==> config.mk <==
export PLATFORM = sky130hd
export DESIGN_NAME = key_debounce_cmd
export DESIGN_NICKNAME = d
export VERILOG_FILES = /design/src/rtl/key_debounce_cmd.sv
export SDC_FILE = /design/constraint.sdc
export NUM_CORES = 1
export LEC_CHECK = 0
export BUFFER_PORTS_ARGS = -buffer_cell sky130_fd_sc_hd__clkbuf_2
export CORE_MARGIN = 3
export CORE_UTILIZATION = 63
export DETAILED_ROUTE_END_ITERATION = 8
export GPL_TIMING_DRIVEN = 0
export PLACE_DENSITY = 0.89
export SYNTH_ARGS = -nofsm -noshare
export SYNTH_HDL_FRONTEND = slang
export SYNTH_SLANG_ARGS = --single-unit
export TNS_END_PERCENT = 10
==> constraint.sdc <==
create_clock -name clk -period 4.2 [get_ports clk]
set_clock_uncertainty 0.1 [all_clocks]
set_input_delay 0.84 -clock clk [delete_from_list [all_inputs] [get_ports clk]]
set_output_delay 0.84 -clock clk [all_outputs]
set_load 0.05 [all_outputs]
==> src/rtl/key_debounce_cmd.sv <==
// Push-button front-end: 2-flop sync, shared ms prescaler and per-key
// debounce FSM emitting level plus press/release/long/repeat pulses.
module key_debounce_cmd #(
  parameter int KEY_W       = 5,
  parameter int CLK_HZ      = 100_000_000,
  parameter int DEBOUNCE_MS = 20,
  parameter int LONG_MS     = 1000,
  parameter int REPEAT_MS   = 200
) (
  input  logic             clk,
  input  logic             rst_n,
  input  logic [KEY_W-1:0] key_raw,
  output logic [KEY_W-1:0] key_level,
  output logic [KEY_W-1:0] key_press,
  output logic [KEY_W-1:0] key_release,
  output logic [KEY_W-1:0] key_long,
  output logic [KEY_W-1:0] key_repeat
);

  localparam int TICK_DIV = CLK_HZ / 1000;
  localparam int PW = $clog2(TICK_DIV);
  localparam logic [PW-1:0] PRE_MAX = PW'(TICK_DIV - 1);
  localparam logic [15:0] DB_END  = 16'(DEBOUNCE_MS - 1);
  localparam logic [15:0] LG_END  = 16'(LONG_MS - 1);
  localparam logic [15:0] RP_END  = 16'(REPEAT_MS - 1);

  typedef enum logic [2:0] {
    IDLE, PRESS_DB, HELD, LONG_HELD, RELEASE_DB
  } state_e;

  logic [KEY_W-1:0] s1_q, s2_q;
  logic [PW-1:0]    pre_q, pre_d;
  logic             tick;

  // Two-flop synchroniser; only s2_q feeds the key FSMs.
  always_ff @(posedge clk or negedge rst_n) begin
    if (!rst_n) begin
      s1_q <= '0;
      s2_q <= '0;
    end else begin
      s1_q <= key_raw;
      s2_q <= s1_q;
    end
  end

  assign tick = (pre_q == PRE_MAX);

  // Free-running ms prescaler, shared by all keys.
  always_comb begin
    pre_d = tick ? '0 : pre_q + PW'(1);
  end

  // Prescaler register.
  always_ff @(posedge clk or negedge rst_n) begin
    if (!rst_n) pre_q <= '0;
    else        pre_q <= pre_d;
  end

  for (genvar k = 0; k < KEY_W; k++) begin : g_key
    state_e      st_q, st_d;
    logic [15:0] cnt_q, cnt_d;
    logic        lvl_q, lvl_d;
    logic        prs_q, prs_d;
    logic        rel_q, rel_d;
    logic        lng_q, lng_d;
    logic        rep_q, rep_d;
    logic        s;
    logic        db_hit, lg_hit, rp_hit;

    assign s      = s2_q[k];
    assign db_hit = tick && (cnt_q == DB_END);
    assign lg_hit = tick && (cnt_q == LG_END);
    assign rp_hit = tick && (cnt_q == RP_END);

    // State, ms counter and registered outputs.
    always_ff @(posedge clk or negedge rst_n) begin
      if (!rst_n) begin
        st_q  <= IDLE;
        cnt_q <= '0;
        lvl_q <= 1'b0;
        prs_q <= 1'b0;
        rel_q <= 1'b0;
        lng_q <= 1'b0;
        rep_q <= 1'b0;
      end else begin
        st_q  <= st_d;
        cnt_q <= cnt_d;
        lvl_q <= lvl_d;
        prs_q <= prs_d;
        rel_q <= rel_d;
        lng_q <= lng_d;
        rep_q <= rep_d;
      end
    end

    // Next state; a raw change wins over a coincident tick.
    always_comb begin
      st_d  = st_q;
      cnt_d = tick ? cnt_q + 16'd1 : cnt_q;
      unique case (st_q)
        IDLE: begin
          cnt_d = '0;
          if (s) st_d = PRESS_DB;
        end
        PRESS_DB: begin
          if (!s) begin
            st_d  = IDLE;
            cnt_d = '0;
          end else if (db_hit) begin
            st_d  = HELD;
            cnt_d = '0;
          end
        end
        HELD: begin
          if (!s) begin
            st_d  = RELEASE_DB;
            cnt_d = '0;
          end else if (lg_hit) begin
            st_d  = LONG_HELD;
            cnt_d = '0;
          end
        end
        LONG_HELD: begin
          if (!s) begin
            st_d  = RELEASE_DB;
            cnt_d = '0;
          end else if (rp_hit) begin
            cnt_d = '0;
          end
        end
        RELEASE_DB: begin
          if (s) begin
            st_d  = HELD;
            cnt_d = '0;
          end else if (db_hit) begin
            st_d  = IDLE;
            cnt_d = '0;
          end
        end
        default: begin
          st_d  = IDLE;
          cnt_d = '0;
        end
      endcase
    end

    // Pulse and level decisions, registered one cycle later.
    always_comb begin
      lvl_d = lvl_q;
      prs_d = 1'b0;
      rel_d = 1'b0;
      lng_d = 1'b0;
      rep_d = 1'b0;
      unique case (st_q)
        PRESS_DB: begin
          if (s && db_hit) begin
            prs_d = 1'b1;
            lvl_d = 1'b1;
          end
        end
        HELD: begin
          if (s && lg_hit) lng_d = 1'b1;
        end
        LONG_HELD: begin
          if (s && rp_hit) rep_d = 1'b1;
        end
        RELEASE_DB: begin
          if (!s && db_hit) begin
            rel_d = 1'b1;
            lvl_d = 1'b0;
          end
        end
        default: begin
          lvl_d = lvl_q;
        end
      endcase
    end

    assign key_level[k]   = lvl_q;
    assign key_press[k]   = prs_q;
    assign key_release[k] = rel_q;
    assign key_long[k]    = lng_q;
    assign key_repeat[k]  = rep_q;
  end

endmodule

Yosys cells after proc, flatten, opt, wreduce, memory -nomap -nowiden:

Index checks and enable logic that the tools add are counted.

* flip-flop bits (word level): 147
* bits in latches: 0
* bits in writable memories: 0
* ROM bits: 0
* bits of input ports: 7
* output and inout bits: 25
* logic and storage cells: 321
* memories: 0

* add/subtract/negate cells: 6
* $mul: 0
* divide/modulo/power cells: 0
* magnitude comparators: 0
* equality and inequality tests: 71
* shift operators: 0
* multiplexer cells: 146
* bitwise logic cells: 0
* reductions and logical operators: 60

Operators by type and width (number)
* 16-bit two-way mux: 40
* 16-bit one-hot mux with 4 select lines: 5
* 3-bit two-way mux: 40
* 16-bit by 1-bit adder with 16-bit output, second input constant: 5
* 16-bit by 10-bit == test with 1-bit output, second input constant: 5
* 16-bit by 5-bit == test with 1-bit output, second input constant: 5
* 16-bit by 8-bit == test with 1-bit output, second input constant: 5
* 3-bit one-hot mux with 5 select lines: 5
* 1-bit two-way mux: 50
* 3-bit inequality test, second input constant: 15
* 2-bit inequality test, second input constant: 20
* 1-bit logical AND: 35
* 3-bit by 2-bit == test with 1-bit output, second input constant: 10
* 5-bit AND reduction: 5
* 17-bit by 1-bit adder with 17-bit output, second input constant: 1
* 17-bit == test, second input constant: 1
* 17-bit two-way mux: 1
* 3-bit by 1-bit == test with 1-bit output, second input constant: 5
* 3-bit == test, second input constant: 5
* 3-bit logical NOT: 5
* 3-bit AND reduction: 5
* 1-bit one-hot mux with 2 select lines: 5
* 2-bit nonzero test: 5
* 1-bit logical NOT: 5

Depth between registers and ports, before layout:

* depth after elaboration: 5
* gate-level depth with buffers: 9

Least setup slack after synthesis:

No wires, ideal clock.

* kind: reg-to-reg
* start point: register g_key[0].cnt_q[11]
* end point: register g_key[0].cnt_q[10]
* arrival: 2.391 ns
* slack: 1.585 ns
* cell stages (with the launch flop): 7
* path buffers: 1
* clock period less this slack: 2.615 ns
* cells stage by stage: dfrtp_1 -> or4_1 -> or4_1 -> or4_4 -> a311oi_4 -> buf_6 -> a21oi_1

* cells in the longest elaborated chain, start to end: 5

RTL lines
* from (decl): RTL line 61 `logic [15:0] cnt_q, cnt_d;`
* from (signal assigned): RTL line 87 `cnt_q <= cnt_d;`
* 16-bit by 5-bit == test with 1-bit output (tied with other cells): RTL line 71 `assign db_hit = tick && (cnt_q == DB_END);`
* 1-bit logical AND, on equally long branches: RTL line 71, 72, 73
* 16-bit two-way mux, on equally long branches (2 in a row)
* 16-bit one-hot mux with 4 select lines (*): RTL line 100 `unique case (st_q)`
* net g_key[0].cnt_d[10]: RTL line 61

Mark *: on every way through the listed nets, which the timed path passes. The rest lies on a longest branch.
A chain may end at the register's enable or synchronous reset.

Worst setup path after layout:

* start point: register pre_q[0]
* end point: register g_key[3].cnt_q[2]

* cells in the longest elaborated chain, start to end: 5

RTL lines
* from (decl): RTL line 32 `logic [PW-1:0] pre_q, pre_d;`
* from (signal assigned): RTL line 56 `else pre_q <= pre_d;`
* 17-bit == test (*): RTL line 46 `assign tick = (pre_q == PRE_MAX);`
* 16-bit two-way mux (tied with other cells): RTL line 99 `cnt_d = tick ? cnt_q + 16'd1 : cnt_q;`
* 16-bit two-way mux, on equally long branches (2 in a row)
* 16-bit one-hot mux with 4 select lines (*): RTL line 100
* net g_key[3].cnt_d[2]: RTL line 61
* to (signal assigned): RTL line 87
* to (decl): RTL line 61

Marks and branches as above.

==> results.toml <==
[grt]
grt_overflow = 0
grt_pass1_wl_um = 28800
track_usage = 0.264
grt_pass1_vias = 6087
grt_max_degree = 98
antenna_found_initial = 0

[placed_design]
portBuffers = 31
hpwl_um = 11300
place_congestion = 0.910

[yosys]
synthFlopType = "dfrtp_1"
synth_top_area_share = 0.473
synth_edf_count = 0
syn-instance-count = 817
synth.avg_cell_area_um2 = 9.53
synth_nets = 832
yosys_register_bits = 147
ys_async_sr_fraction = 1.00
yosys-top-cells-area = "dfrtp_1 (47%), xnor2_1 (8.1%), nor4_1 (4.7%)"
yosysSeqAreaShare = 0.473
synth_cell_types = 65
synth_top_area_cell = "dfrtp_1"
mappedNetlistArea_um2 = 7780
synth-warning-count = 0

[route]
drtPass1Iterations = 5
wire_per_inst_um = 16.4
vias = 6377
drc = 0
ant_nets = 0
wl_um = 17100
vias_per_cell = 6.10
drt_iter0_drc = 631

[cts]
worst_skew_pair.late_latency_ns = 0.42
cts_root_buf = "clkbuf_16"
numCtsBuffers = 17
cts_resized = 0
post-cts-setup-buffer-count = 0
tritoncts = "done"
ctsHoldBuffers = 0
clk_pin_slew_ns = 0.06
cts_buffer_depth = 2
cts_max_level = 4
clock_sinks = 147

[sta]
setup_viol = 0
holdWs_ns = 0.247
slew_viol_final = 0
tightest_slew_ns = 0.826
timing.final.hold_violations = 0
period_share = 0.791
rsz0062_at_grt = "no"
fin_crit_ns = 3.32
maxSlewHeadroom = 0.444
fmax_mhz = 301

[setup_path]
crit_arrival_ns = 3.51
critPathLaunchType = "flop"
critical_path_class = "flop to flop"
cp-end-kind = "flop"
crit_fanout = 10
crit_required_ns = 4.39
cp_cell_sequence = "ha_1 -> and4_1 -> and4_1 -> clkbuf_1 -> a32oi_1 -> nor3_1 -> clkbuf_1 -> nor2_1"
crit_path_max_incr_delay_ns = 0.65
slowest_stage = "nor3_1"

[floorplan]
rows = 39
die-area_um2 = 13700
fp.dieH_um = 117
start_util = 0.662
pin_count = 32
dieWidth_um = 117
design.core.area_um2 = 11800

[layout]
n_antenna_cell = 0
postLayoutCoreUtil = 0.743
final_layout_size_suffix_gt1_frac = 0.118
syn2layout_area_growth_pct = 12.3
final_nets = 883

[power_and_ir_drop]
power.leakage_nw = 3.52
pwr_density_cell_nw_per_um2 = 352
vdd_drop_max_uv = 335

[status]
status = "finished, final reports clean"

[min_path]
hp-class = "flop to flop"

[flow_run]
max_cap_viol_count = 0
## power breakdown
group          switching [mW]  internal, mW
Sequential             0.0289          1.44
Combinational           0.119        0.0586
Clock                   0.544         0.891
Total                   0.692          2.39
## layout make-up
type / instances / area [µm²]
multi-input cells: 593 / 3710
clock buffers: 28 / 517
clock inverters: 4 / 45.0
inverters: 17 / 63.8
flip-flops and latches: 147 / 3680
fillers: 827 / 3020
repair buffers: 32 / 191
well taps: 164 / 205
plain buffers: 60 / 334
## metal layers
metal	up-vias	routed length [µm]	global-route usage
li1	3027	-	-
met4	0	344	0.0917
met1	3091	7560	0.367
met5	-	0	0
met2	220	8080	0.411
met3	39	1110	0.0612
## worst paths after layout
path                       slack [ns]      from  depth (start not counted)                end
hold reg to reg                  0.25   s1_q[2]                          0            s2_q[2]
setup / recovery                 0.88  pre_q[0]                          8  g_key[3].cnt_q[2]
min in group asynchronous        0.26     rst_n                          1            s2_q[2]
hold / removal                   0.25   s1_q[2]                          0            s2_q[2]
setup reg to reg                 0.88  pre_q[0]                          8  g_key[3].cnt_q[2]
max in group asynchronous        2.95     rst_n                          2  g_key[0].cnt_q[9]
## Yosys cell counts, types with 3 or more instances
library cell / number
nand2b_1: 12
buf_2: 3
buf_1: 6
nor2b_1: 11
o31ai_1: 3
a21oi_1: 62
a22o_1: 3
and3_1: 14
o21ai_0: 10
nor3_1: 31
clkbuf_1: 24
mux2i_1: 4
buf_4: 26
or2_2: 4
dfrtp_1: 147
ha_1: 8
or3_1: 12
or4_1: 10
inv_1: 17
xnor2_1: 72
nor2_1: 65
and4_1: 6
xor2_1: 15
nand3_1: 44
nor3b_1: 3
nand4_1: 25
and2_1: 11
nor4_1: 58
or4b_2: 4
nand2_1: 58
nor4b_1: 7
o211ai_1: 3
## worst max-delay path, delay by kind of cell, from the launching register on
kind	cells	cell delay (ns)
AO/OA/AOI/OAI	1	0.18
adder cells (fa/ha/maj)	1	0.21
flip-flops	1	0.39
AND/OR/NAND/NOR	4	1.35
buffers and inverters	2	0.95
## stage by stage
step	area [µm²]	worst slack (ns)	power (mW)	std cells	setup TNS, ns
global route	8740	0.650	3.18	1045	0
global placement	8150	-0.181	1.66	1012	-25.57
finish	8740	0.878	3.08	1045	0
floorplan	7780	1.59	1.60	817	0
CTS	8740	0.885	3.10	1045	0
detailed placement	8180	0.931	1.67	1013	0
## placed cells by master, fill, tap and decap left out, types with 6 or more instances in the layout
cell and n:
dfrtp_1 147, xnor2_1 72, nor2_1 65, a21oi_1 62
nand2_1 58, nor4_1 58, nand3_1 44, nor3_1 31
clkbuf_1 30, clkbuf_2 30, buf_4 26, nand4_1 25
inv_1 17, clkbuf_16 17, xor2_1 15, and3_1 14
nand2b_1 12, or3_1 12, nor2b_1 11, and2_1 11
or4_1 10, o21ai_0 10, ha_1 8, nor4b_1 7
and4_1 6, buf_1 6, clkbuf_8 6
## registers in the layout (all words and copies together), names as in the netlist
register	flops
g_key.lng_q	5
g_key.st_q	15
s1_q	5
g_key.rel_q	5
g_key.rep_q	5
g_key.prs_q	5
s2_q	5
g_key.cnt_q	80
pre_q	17
g_key.lvl_q	5
## logic make-up (layout without fill, tap and decap cells)
| kind of cell | after synthesis | in the layout | share of synthesized area |
|---|---|---|---|
| DFF | 147 | 147 | 0.473 |
| adders and majority gates | 8 | 8 | 0.0129 |
| buffers and inverters | 77 | 141 | 0.0511 |
| xor gates and xnor gates | 87 | 87 | 0.0979 |
| and+or+nand+nor | 385 | 385 | 0.271 |
| AOI/OAI and AO/OA | 108 | 108 | 0.0882 |
| muxes | 5 | 5 | 0.00659 |
Power figures use the tool's default switching activity.
